**src/rtl/lab2_pkg.sv**
```systemverilog
// Shared types and constants for the Lab 2 dual seven-segment display scan.
package lab2_pkg;

  typedef enum logic [1:0] {SHOW0, BLANK0, SHOW1, BLANK1} scan_state_t;

  localparam int unsigned HEX_W     = 4;
  localparam logic [1:0]  ANODE_OFF = 2'b11;
  localparam logic [1:0]  ANODE_D0  = 2'b10;
  localparam logic [1:0]  ANODE_D1  = 2'b01;

  function automatic int unsigned max3(input int unsigned a, input int unsigned b,
                                       input int unsigned c);
    int unsigned m;
    m = (a > b) ? a : b;
    return (m > c) ? m : c;
  endfunction

endpackage

```
**src/rtl/display_mux_ctrl_dwell_counter.sv**
```systemverilog
// Terminal-count dwell counter: counts 0..load-1 while enabled, flags the last cycle.
module dwell_counter #(
  parameter int unsigned CNT_W  = 2,
  parameter int unsigned LOAD_W = CNT_W + 1
) (
  input  logic              clk,
  input  logic              reset,
  input  logic              clear,
  input  logic              en,
  input  logic [LOAD_W-1:0] load,
  output logic              done_c
);

  logic [CNT_W-1:0] cnt_q;
  logic [CNT_W-1:0] cnt_d;

  // A load of 0 or 1 means a single-cycle (or skipped) dwell, so done is immediate.
  always_comb begin
    done_c = en && ((load <= LOAD_W'(1)) || (LOAD_W'(cnt_q) == (load - LOAD_W'(1))));
  end

  always_comb begin
    cnt_d = cnt_q;
    if (clear) begin
      cnt_d = '0;
    end else if (en) begin
      cnt_d = cnt_q + CNT_W'(1);
    end
  end

  always_ff @(posedge clk or posedge reset) begin
    if (reset) begin
      cnt_q <= '0;
    end else begin
      cnt_q <= cnt_d;
    end
  end

endmodule

```
**src/rtl/display_mux_ctrl.sv**
```systemverilog
// Time-multiplexes one hex decoder across two digits with blanking gaps
// between digits; all outputs are registered.
module display_mux_ctrl
  import lab2_pkg::*;
#(
  parameter int unsigned REFRESH_DIV  = 20000,
  parameter int unsigned BLANK_CYCLES = 200
) (
  input  logic             clk,
  input  logic             reset,
  input  logic             en,
  input  logic [HEX_W-1:0] switch1,
  input  logic [HEX_W-1:0] switch2,
  output logic [HEX_W-1:0] hex_sel,
  output logic [1:0]       anode,
  output logic             digit_sel
);

  localparam int unsigned CNT_W      = $clog2(max3(REFRESH_DIV, BLANK_CYCLES, 2));
  localparam int unsigned LOAD_W     = CNT_W + 1;
  localparam bit          SKIP_BLANK = (BLANK_CYCLES == 0);

  scan_state_t       state_q, state_d;
  logic [HEX_W-1:0]  hex_sel_q, hex_sel_d;
  logic [1:0]        anode_q, anode_d;
  logic              digit_sel_q, digit_sel_d;
  logic [LOAD_W-1:0] load_c;
  logic              done_c;

  always_comb begin
    load_c = ((state_q == SHOW0) || (state_q == SHOW1)) ? LOAD_W'(REFRESH_DIV)
                                                         : LOAD_W'(BLANK_CYCLES);
  end

  dwell_counter #(
    .CNT_W  (CNT_W),
    .LOAD_W (LOAD_W)
  ) u_dwell (
    .clk    (clk),
    .reset  (reset),
    .clear  (done_c),
    .en     (en),
    .load   (load_c),
    .done_c (done_c)
  );

  // Next state, with output values chosen by the state being entered.
  always_comb begin
    state_d     = state_q;
    hex_sel_d   = hex_sel_q;
    anode_d     = anode_q;
    digit_sel_d = digit_sel_q;
    if (done_c) begin
      unique case (state_q)
        SHOW0:   state_d = SKIP_BLANK ? SHOW1 : BLANK0;
        BLANK0:  state_d = SHOW1;
        SHOW1:   state_d = SKIP_BLANK ? SHOW0 : BLANK1;
        BLANK1:  state_d = SHOW0;
        default: state_d = BLANK1;
      endcase
      unique case (state_d)
        SHOW0: begin
          hex_sel_d   = switch1;
          digit_sel_d = 1'b0;
          anode_d     = ANODE_D0;
        end
        SHOW1: begin
          hex_sel_d   = switch2;
          digit_sel_d = 1'b1;
          anode_d     = ANODE_D1;
        end
        default: anode_d = ANODE_OFF;
      endcase
    end
  end

  always_ff @(posedge clk or posedge reset) begin
    if (reset) begin
      state_q     <= BLANK1;
      hex_sel_q   <= '0;
      anode_q     <= ANODE_OFF;
      digit_sel_q <= 1'b0;
    end else begin
      state_q     <= state_d;
      hex_sel_q   <= hex_sel_d;
      anode_q     <= anode_d;
      digit_sel_q <= digit_sel_d;
    end
  end

  assign hex_sel   = hex_sel_q;
  assign anode     = anode_q;
  assign digit_sel = digit_sel_q;

endmodule

```
**config.mk**
```make
export PLATFORM = sky130hd
export DESIGN_NAME = display_mux_ctrl
export DESIGN_NICKNAME = d
export VERILOG_FILES = /design/src/rtl/lab2_pkg.sv /design/src/rtl/display_mux_ctrl_dwell_counter.sv /design/src/rtl/display_mux_ctrl.sv
export SDC_FILE = /design/constraint.sdc
export NUM_CORES = 1
export LEC_CHECK = 0
export CAP_MARGIN = 20
export CORE_AREA = 2 2 51 53
export CTS_CLUSTER_SIZE = 16
export DETAILED_ROUTE_END_ITERATION = 8
export DIE_AREA = 0 0 53 55
export DONT_BUFFER_PORTS = 1
export PLACE_DENSITY = 0.67
export SLEW_MARGIN = 5
export SYNTH_ARGS = -nofsm -noshare
export SYNTH_HDL_FRONTEND = slang
export SYNTH_SLANG_ARGS = --single-unit
```
**constraint.sdc**
```tcl
create_clock -name clk -period 2.1 [get_ports clk]
set_input_delay 0.21 -clock clk [delete_from_list [all_inputs] [get_ports clk]]
set_output_delay 0.21 -clock clk [all_outputs]
set_load 0.1 [all_outputs]
```
; Word level (Yosys, flattened, before mapping)
; Index checks and enable logic that the tools add are counted.
[totals]
reg_bits = 24
input_bits = 11
out_inout_bits = 7
word_cells = 29
[op_classes]
n_addsub = 2
n_lt_le_gt_ge = 1
eq_ne = 5
n_mux = 8
n_reduce_logical = 8
[op_table]
columns = cell, count
row1 = 2-to-1 mux 15 bit, 3
row2 = equality test 15 x 16 -> 1 bit, 1
row3 = "subtractor 15 x 1 -> 16 bit, second input constant", 1
row4 = "adder 15 x 1 -> 15 bit, second input constant", 1
row5 = "less-or-equal comparator 15 x 1 -> 1 bit, second input constant", 1
row6 = case mux 2 bit (4 select lines), 1
row7 = case mux 4 bit (2 select lines), 1
row8 = "equality test 2 bit, second input constant", 3
row9 = zero test 2 bit, 2
row10 = case mux 2 bit (2 select lines), 1
row11 = nonzero test 2 bit, 2
row12 = "equality test 2 x 1 -> 1 bit, second input constant", 1
row13 = logical OR 1 bit, 2
row14 = 2-to-1 mux 2 bit, 1
row15 = case mux 1 bit (2 select lines), 1
row16 = AND reduction 2 bit, 1
row17 = logical AND 1 bit, 1

; Logic depth before layout (Yosys ltp)
; Gate-level depths: netlist of run 1.
[logic_depth]
ltp_word = 11
mapped_depth = 7
depth_no_buf = 5

; Cells and area by module
; A second synthesis of run 1 with hierarchy kept.
[hier_totals]
cells_unflattened = 193
area_unflattened_um2 = 1803.0
[modules_own_cells]
columns = module, n_inst, cells_per_inst, area_per_inst_um2, seq_area_each_um2
row1 = dwell_counter, 1, 155, 1333.8, 375.4
row2 = display_mux_ctrl, 1, 38, 469.2, 230.2

; Least setup slack after synthesis of run 1
; Ideal clock, no wire load.
[synth_path]
path_kind = reg-to-reg
from = register u_dwell.cnt_q[3]
to = register digit_sel_q (netlist: digit_sel)
setup_time_ns = 0.125
arrival_time_ns = 2.095
required_ns = 1.975
setup_slack_ns = -0.120
stages_incl_launch_ff = 5
path_buffers = 0
synth_period_minus_slack_ns = 2.220
path_cell_list = dfrtp_1 -> or4_1 -> o41a_1 -> nor4b_4 -> mux2_2
[synth_between]
elab_chain_len = 4
[synth_rtl]
columns = item, line_no
row1 = "start, declared", display_mux_ctrl_dwell_counter.sv:14  ; logic [CNT_W-1:0] cnt_q;
row2 = "start signal, assigned", display_mux_ctrl_dwell_counter.sv:35  ; cnt_q <= cnt_d;
row3 = equality test 15 x 16 -> 1 bit, display_mux_ctrl_dwell_counter.sv:19  ; done_c = en && ((load <= LOAD_W'(1)) || (LOAD_W'(cnt_q) == (load - LOAD_W'(1))));
row4 = logical OR 1 bit, display_mux_ctrl_dwell_counter.sv:19
row5 = logical AND 1 bit, display_mux_ctrl_dwell_counter.sv:19
row6 = AND reduction 2 bit (no line), -
row7 = "end signal, assigned", display_mux_ctrl.sv:87  ; digit_sel_q <= digit_sel_d;
row8 = "end, declared", display_mux_ctrl.sv:26  ; logic digit_sel_q, digit_sel_d;
; Every way passes these cells.
; A chain may end at the register's enable or synchronous reset.

; Worst setup path after layout of run 1
[layout_path]
from = register u_dwell.cnt_q[3]
to = register hex_sel_q[1] (netlist: hex_sel[1])
[layout_between]
elab_chain_len = 4
[layout_rtl]
columns = item, line_no
row1 = equality test 15 x 16 -> 1 bit, display_mux_ctrl_dwell_counter.sv:19
row2 = logical OR 1 bit, display_mux_ctrl_dwell_counter.sv:19
row3 = logical AND 1 bit, display_mux_ctrl_dwell_counter.sv:19
row4 = AND reduction 2 bit (no line), -
row5 = "end signal, assigned", display_mux_ctrl.sv:85  ; hex_sel_q <= hex_sel_d;
row6 = "end, declared", display_mux_ctrl.sv:24  ; logic [HEX_W-1:0] hex_sel_q, hex_sel_d;
; Every way passes these cells.

==> reports/metrics.cfg, run 1 <==
[run_status]
status = finished clean

[routing]
firstDrtPassIters = 4
drt_wl_total_um = 2360
num_vias = 873
vias_per_cell = 5.46
ant_nets = 0
drc_errors = 0
wl_per_cell_um = 14.7
drtIter0Drc = 23

[finish]
final_area_um2 = 1430
stdcell_count = 160
final_util = 0.606
final_nets = 147
nFillCells = 209
drive_above_1_share = 0.269
area_growth_pct = 17.4
n_antenna_cell = 0
seq_area_um2 = 606
multiInputGateArea_um2 = 589

[clocking]
clkSinkCount = 24
clkSlewWorstSetupHoldPaths_ns = 0.13
insertion_delay_ns = 0.31
cts_buffers = 3
postCtsSetupRepairBufs = 0
root_buffer = clkbuf_4
htreeDepth = 1
ctsLongestPathBuffers = 2
cts_tree = done

[die]
die_y_um = 55
die_x_um = 53
ios = 18
core_area_um2 = 2360
fp-row-count = 18
die_area_um2 = 2920
start_util = 0.516

[hold_path]
min_from = en
worstHoldPathCells = 2
hold_class = in -> reg
holdPathEnd = u_dwell.cnt_q[1]$_DFFE_PP0P_

[worst_setup_path]
cp.required_ns = 2.31
startpoint_type = register
timing.rr.start = u_dwell.cnt_q[3]$_DFFE_PP0P_
slowest_delay_ns = 0.51
crit_fanout = 6
rrSetupSlack_ns = 0.004
critPathBufInv = 1
crit_chain = or4_1, o41a_1, nor4b_4, buf_6, mux2_2
worstReg2RegEnd = hex_sel[1]$_DFFE_PP0P_
worst_ep_arrival_time_ns = 2.31
cp_slowest_cell = or4_1
critPathCaptureType = register
crit_type = reg -> reg
crit_family = simple AND/OR/NAND/NOR gates
ff2ff_path_depth = 5

[timing]
relSlewSlack = 0.658
tightest_slew_ns = 0.513
drv_slew = 0
final.setup_skew_ns = 0.00308
fmax_mhz = 477
setup_viol = 0
finalCritPeriodShare = 0.998
fin_setup_tns_ns = 0
hold_viol = 0
fin_crit_ns = 2.10
rsz0062_at_grt = yes

[power]
p_clk_frac = 0.208
seq_power_share = 0.555
power_density_nw_per_um2 = 715
p_leak_nw = 0.679
pwr-share-comb = 0.237
switching_power_mw = 0.321
p_int_mw = 0.703
power.share.switching = 0.314
ir_drop_uv = 428
fin_total_pwr_mw = 1.02

[place]
routabilityCongestion = 0.857
dp_hpwl_um = 1680
io_buffers = 0
placed_area_um2 = 1370
dp.cells = 154

[global_route]
grtUsageMet3 = 0.0242
grt.total_usage = 0.178
grt_pass1_wl_um = 3730
antenna_found_initial = 0
busiest_layer = met2
met2_usage = 0.298
met1_usage = 0.243
grt_pass1_vias = 849
grt_max_degree = 25
grt_overflow = 0

[synthesis]
yosys_register_bits = 24
yosysSeqAreaShare = 0.496
syn_area_per_cell_um2 = 11.1
synth.net_count = 126
ys_types = 29
syn-instance-count = 110
yosysWarnings = 0
synth_area_um2 = 1220

[flow_run]
drv_cap = 0

## worst max path at each step
stage,startpoint,to,slack (ns),cells after the start
floorplan,u_dwell.cnt_q[3]$_DFFE_PP0P_,digit_sel$_DFFE_PP0P_,-0.12,4
global placement,u_dwell.cnt_q[3]$_DFFE_PP0P_,hex_sel[3]$_DFFE_PP0P_,-0.03,5
detailed placement,u_dwell.cnt_q[3]$_DFFE_PP0P_,hex_sel[0]$_DFFE_PP0P_,-0.05,5
CTS,u_dwell.cnt_q[3]$_DFFE_PP0P_,hex_sel[1]$_DFFE_PP0P_,-0.01,5
global route,u_dwell.cnt_q[3]$_DFFE_PP0P_,hex_sel[3]$_DFFE_PP0P_,-0.08,5
finish,u_dwell.cnt_q[3]$_DFFE_PP0P_,hex_sel[1]$_DFFE_PP0P_,0.004,5
## power by group through the flow
stage | clock network, mW | registers [mW] | logic (mW)
after global routing | 0.231 | 0.576 | 0.271
after global placement | 0 | 0.574 | 0.231
after floorplan | 0 | 0.602 | 0.128
after CTS | 0.219 | 0.567 | 0.242
after detailed placement | 0 | 0.577 | 0.236
final | 0.213 | 0.569 | 0.243
## timing repair
action                     CTS  global route
hold buffers                 2             0
resized for setup            0             4
setup endpoints to repair    8            16
hold endpoints to repair    22             0
pin swaps                    1             0
## state kept, by name (all words and copies together) (netlist names)
register / cells
anode: 2
u_dwell.cnt_q: 15
state_q: 2
digit_sel: 1
hex_sel: 4
## metal layers
metal	vias to the layer above	part of all wire
li1	421	-
met1	438	0.50
met2	12	0.47
met3	2	0.028
met4	0	0.0064
met5	-	0
## metrics by stage
step	setup slack (ns)	hold slack [ns]
2_1_floorplan	-0.120	0.222
3_3_place_gp	-0.0288	0.163
3_5_place_dp	-0.0536	0.173
4_1_cts	-0.0105	0.0202
5_1_grt	-0.0847	0.0211
6_report	0.00418	0.0253
## layout by cell type, fill, tap and decap left out, types with 2 or more instances in the layout
cell type / n
xor2_1: 3
dfstp_2: 4
clkbuf_4: 3
ha_1: 5
nor3_1: 2
xnor2_1: 9
nand4_1: 3
dfrtp_1: 20
nand3_1: 5
mux2_2: 9
inv_1: 7
mux2i_1: 3
buf_4: 14
nor4_1: 2
nand2_1: 8
buf_6: 2
nor2_1: 11
dlygate4sd3_1: 2
and3_1: 4
## synth_stat cells, drive strengths merged
master,number,area share
mux2,10,0.092
nor3,3,0.016
buf,1,0.0041
xor2,3,0.022
dfstp,4,0.086
and3,4,0.021
o41a,1,0.0092
nor4b,1,0.019
inv,7,0.022
mux2i,3,0.025
xnor2,9,0.065
nor3b,1,0.0062
nor4,2,0.010
nand4,3,0.015
ha,5,0.051
o31ai,1,0.0062
or4,1,0.0062
a21oi,1,0.0041
clkbuf,1,0.0031
dfrtp,20,0.41
o22ai,1,0.0051
nor2,11,0.034
o21a,1,0.0062
o21ai,1,0.0041
or3,1,0.0051
a41oi,1,0.0072
nand3,5,0.021
nand2,8,0.025
## cells by family (layout without fill, tap and decap cells)
family / Yosys count / in the layout / share of synthesized area
AO/OA/AOI/OAI: 7 / 7 / 0.0421
XOR/XNOR: 12 / 12 / 0.0862
AND/OR/NAND/NOR: 40 / 40 / 0.178
buffers and inverters: 9 / 29 / 0.0287
flip-flops: 24 / 24 / 0.496
multiplexers: 13 / 13 / 0.117
adder cells (fa/ha/maj): 5 / 5 / 0.0513
## cell type report
class                   instances  area share
repair buffers                 18       0.103
clock buffers                   4      0.0183
multi-input cells              77       0.411
flip-flops and latches         24       0.423
inverters                       7      0.0183
well taps                      30      0.0262
Note: power is estimated with default switching activity, not from simulation.
==> run 2: changes to the inputs <==
REMOVE_ABC_BUFFERS = 1   (was unset)
==> reports/metrics.cfg, run 2 (synthesized netlist as in run 1, its figures left out) <==
[worst_setup_path]
cp.required_ns = 2.31
critPathCaptureType = register
startpoint_type = register
worst_ep_arrival_time_ns = 2.33
crit_fanout = 6
crit_type = reg -> reg

[clocking]
cts_tree = done
ctsLongestPathBuffers = 2
htreeDepth = 1
clkSinkCount = 24
root_buffer = clkbuf_4
insertion_delay_ns = 0.31
cts_buffers = 3
clkSlewWorstSetupHoldPaths_ns = 0.13

[finish]
final_nets = 148
final_cell_mix = dfrtp_1 (20), buf_4 (14), nor2_1 (11)
drive_above_1_share = 0.282
n_antenna_cell = 0
top_register = u_dwell.cnt_q
area_growth_pct = 19.5
layout_commonest_cell = dfrtp_1
largest_reg_flops = 15
stdcell_count = 161

[routing]
num_vias = 855
firstDrtPassIters = 4
ant_nets = 0
drtIter0Drc = 12
drt_wl_total_um = 2150
drc_errors = 0
wl_per_cell_um = 13.3
vias_per_cell = 5.31

[die]
core_area_um2 = 2360
die_x_um = 53
die_area_um2 = 2920
fp-row-count = 18
ios = 18
start_util = 0.516
die_y_um = 55

[global_route]
antenna_found_initial = 0
grt_max_degree = 25
grt.total_usage = 0.181
grt_pass1_wl_um = 3740
grt_pass1_vias = 872
grt_overflow = 0

[timing]
rsz0062_at_grt = yes
final.setup_skew_ns = 0.00259
tightest_slew_ns = 0.717
setup_viol = 4
finalCritPeriodShare = 1.01
hold_viol = 0
drv_slew = 0
whs_ns = 0.0180
fmax_mhz = 472
fin_crit_ns = 2.12
relSlewSlack = 0.515
fin_ws_ns = -0.0188

[place]
routabilityCongestion = 0.875
dp_hpwl_um = 1600
dp.cells = 153
io_buffers = 0

[run_status]
status = finished with violations
violations = setup timing

[power]
p_leak_nw = 0.690
power_density_nw_per_um2 = 728
fin_total_pwr_mw = 1.06
ir_drop_uv = 486

[flow_run]
drv_cap = 0

[hold_path]
hold_class = in -> reg

run 2: worst paths after layout:
check	from	end	slack (ns)	depth (start not counted)
min in group asynchronous	reset	u_dwell.cnt_q[14]$_DFFE_PP0P_	0.36	3
max in group asynchronous	reset	anode[0]$_DFFE_PP1P_	1.45	3
setup reg to reg	u_dwell.cnt_q[3]$_DFFE_PP0P_	digit_sel$_DFFE_PP0P_	-0.02	5
hold / removal	en	u_dwell.cnt_q[1]$_DFFE_PP0P_	0.02	2
setup / recovery	u_dwell.cnt_q[3]$_DFFE_PP0P_	digit_sel$_DFFE_PP0P_	-0.02	5
hold reg to reg	u_dwell.cnt_q[0]$_DFFE_PP0P_	u_dwell.cnt_q[0]$_DFFE_PP0P_	0.51	1
run 2: power by group:
| group | internal [mW] | switching [mW] |
|---|---|---|
| Sequential | 0.519 | 0.0510 |
| Combinational | 0.123 | 0.128 |
| Clock | 0.106 | 0.135 |
| Total | 0.748 | 0.314 |
run 2: repair_timing:
| action | 4_1_cts | 5_1_grt |
|---|---|---|
| cloned | 0 | 0 |
| endpoints found under the hold margin | 22 | 0 |
| setup endpoints to repair | 5 | 9 |
| buffers inserted | 1 | 1 |
| hold buffers | 2 | 0 |
| resized for setup | 1 | 5 |
| pin swaps | 1 | 0 |
run 2: layout make-up:
class	count	area [um^2]
Timing Repair Buffer	19	159
Tap cell	30	37.5
Clock buffer	4	36.3
Fill cell	202	907
Multi-Input combinational cell	77	593
Sequential cell	24	606
Inverter	7	26.3
run 2: metrics by stage:
stage	instance area [um^2]	setup slack [ns]	setup TNS [ns]	util
after floorplan	1210	-0.219	-0.990	-
after global placement	1360	-0.0540	-0.265	0.576
after detailed placement	1360	-0.0957	-0.452	0.576
after CTS	1430	-0.0332	-0.143	0.605
after global routing	1460	-0.0819	-0.533	0.616
final	1460	-0.0188	-0.0505	0.616
run 2: layer usage:
layer	routed length, um	part of all wire	global-route usage	vias up
li1	-	-	-	424
met1	925	0.43	0.212	410
met2	1110	0.52	0.321	17
met3	75	0.035	0.0323	4
met4	34	0.016	0.0940	0
met5	0	0	0	-
run 2: worst max-delay path, stage by stage (launching register included):
cell	delay, ns
dfrtp_1	0.40
or4_1	0.52
o41a_1	0.37
nor4b_4	0.24
buf_6	0.16
mux2_2	0.33
==> run 3: changes to the inputs <==
TNS_END_PERCENT = 1   (was unset)
==> reports/metrics.cfg, run 3 (synthesized netlist as in run 1, its figures left out) <==
[run_status]
status = finished with violations
violations = setup timing

[timing]
final.setup_skew_ns = 0.00263
fin_crit_ns = 2.12
drv_slew = 0
fin_ws_ns = -0.0223
setup_viol = 5
tightest_slew_ns = 0.710
rsz0062_at_grt = yes
finalCritPeriodShare = 1.01
fmax_mhz = 471
hold_viol = 0
relSlewSlack = 0.520

[routing]
drtIter0Drc = 13
drt_wl_total_um = 2120
drc_errors = 0
ant_nets = 0
firstDrtPassIters = 4
num_vias = 856
vias_per_cell = 5.35
wl_per_cell_um = 13.2

[clocking]
insertion_delay_ns = 0.31
htreeDepth = 1
clkSinkCount = 24
cts_tree = done
clkSlewWorstSetupHoldPaths_ns = 0.13
cts_buffers = 3
root_buffer = clkbuf_4
ctsLongestPathBuffers = 2

[die]
start_util = 0.516
core_area_um2 = 2360
ios = 18
die_y_um = 55
die_x_um = 53
die_area_um2 = 2920
fp-row-count = 18

[worst_setup_path]
startpoint = u_dwell.cnt_q[10]$_DFFE_PP0P_
rrSetupSlack_ns = -0.02
worstReg2RegEnd = digit_sel$_DFFE_PP0P_
worst_ep_arrival_time_ns = 2.34
cp.required_ns = 2.31
crit_type = reg -> reg
startpoint_type = register
crit_fanout = 6
critPathCaptureType = register
ff2ff_path_depth = 5
timing.rr.start = u_dwell.cnt_q[10]$_DFFE_PP0P_

[global_route]
antenna_found_initial = 0
grt_overflow = 0
grt_pass1_wl_um = 3740
grt_pass1_vias = 872
grt.total_usage = 0.181
grt_max_degree = 25

[finish]
nFillCells = 208
top_register = u_dwell.cnt_q
final_util = 0.607
final_nets = 147
drive_above_1_share = 0.277
area_growth_pct = 17.6
layout_commonest_cell = dfrtp_1
largest_reg_flops = 15
n_antenna_cell = 0
final_area_um2 = 1440
final_cell_mix = dfrtp_1 (20), buf_4 (15), nor2_1 (11)

[power]
pwr-share-comb = 0.225
seq_power_share = 0.544
p_int_mw = 0.735
p_clk_frac = 0.231
p_leak_nw = 0.682
power.share.switching = 0.296
power_density_nw_per_um2 = 728
ir_drop_uv = 484
switching_power_mw = 0.309

[place]
routabilityCongestion = 0.875
io_buffers = 0
pre_cts_ws_ns = -0.0957
dp_hpwl_um = 1600
placed_area_um2 = 1360

[hold_path]
hold_class = in -> reg
min_from = en
holdPathEnd = u_dwell.cnt_q[1]$_DFFE_PP0P_
worstHoldPathCells = 2

[flow_run]
drv_cap = 0

-- run 3: cell types whose count changed in the layout (fill, tap and decap cells not counted) --
cell	previous run	this run
mux2_4	2	0
buf_4	14	15
buf_6	3	1
mux2_2	8	10
-- run 3: worst max-delay path by stage --
stage / endpoint / slack (ns) / depth (start not counted)
6_report: digit_sel$_DFFE_PP0P_ / -0.02 / 5
5_1_grt: hex_sel[1]$_DFFE_PP0P_ / -0.09 / 5
4_1_cts: digit_sel$_DFFE_PP0P_ / -0.03 / 5
3_5_place_dp: digit_sel$_DFFE_PP0P_ / -0.1 / 5
3_3_place_gp: hex_sel[0]$_DFFE_PP0P_ / -0.05 / 5
2_1_floorplan: state_q[1]$_DFFE_PP1P_ / -0.22 / 4
-- run 3: worst max-delay path, cell delays in order, from the launching register on --
cell,delay [ns]
dfrtp_1,0.40
or4_1,0.52
o41a_1,0.37
nor4b_4,0.22
buf_4,0.18
mux2_2,0.33
-- run 3: timing repair --
item,CTS,global route
setup buffers,1,0
endpoints found under the hold margin,22,0
gates resized for setup,1,1
setup endpoints to repair,5,9
hold buffers,2,0
pin swaps,2,0
-- run 3: per-layer routing --
metal / vias to the layer above / part of all wire / GRT usage
met5: - / 0 / 0
met4: 0 / 0.016 / 0.0940
met3: 4 / 0.041 / 0.0323
met2: 19 / 0.53 / 0.321
met1: 411 / 0.42 / 0.212
li1: 422 / - / -
-- run 3: stage by stage --
stage	hold slack, ns	total power, mW	std cells	TNS [ns]
6_report	0.0179	1.04	160	-0.0860
5_1_grt	0.0143	1.11	160	-0.534
4_1_cts	0.00611	1.06	160	-0.131
3_5_place_dp	0.168	0.807	153	-0.452
3_3_place_gp	0.161	0.801	153	-0.265
2_1_floorplan	0.222	0.730	108	-0.990
-- run 3: layout make-up --
class                           count  area, um^2  area share
Clock buffer                        4        36.3      0.0253
Inverter                            7        26.3      0.0183
Timing Repair Buffer               18         144       0.100
Multi-Input combinational cell     77         586       0.408
Sequential cell                    24         606       0.422
Tap cell                           30        37.5      0.0262
-- run 3: power by group through the flow --
stage / clock (mW) / sequential, mW / combinational, mW
final: 0.241 / 0.568 / 0.235
after global routing: 0.266 / 0.580 / 0.266
after CTS: 0.252 / 0.569 / 0.237
after detailed placement: 0 / 0.577 / 0.229
after global placement: 0 / 0.575 / 0.226
after floorplan: 0 / 0.602 / 0.127
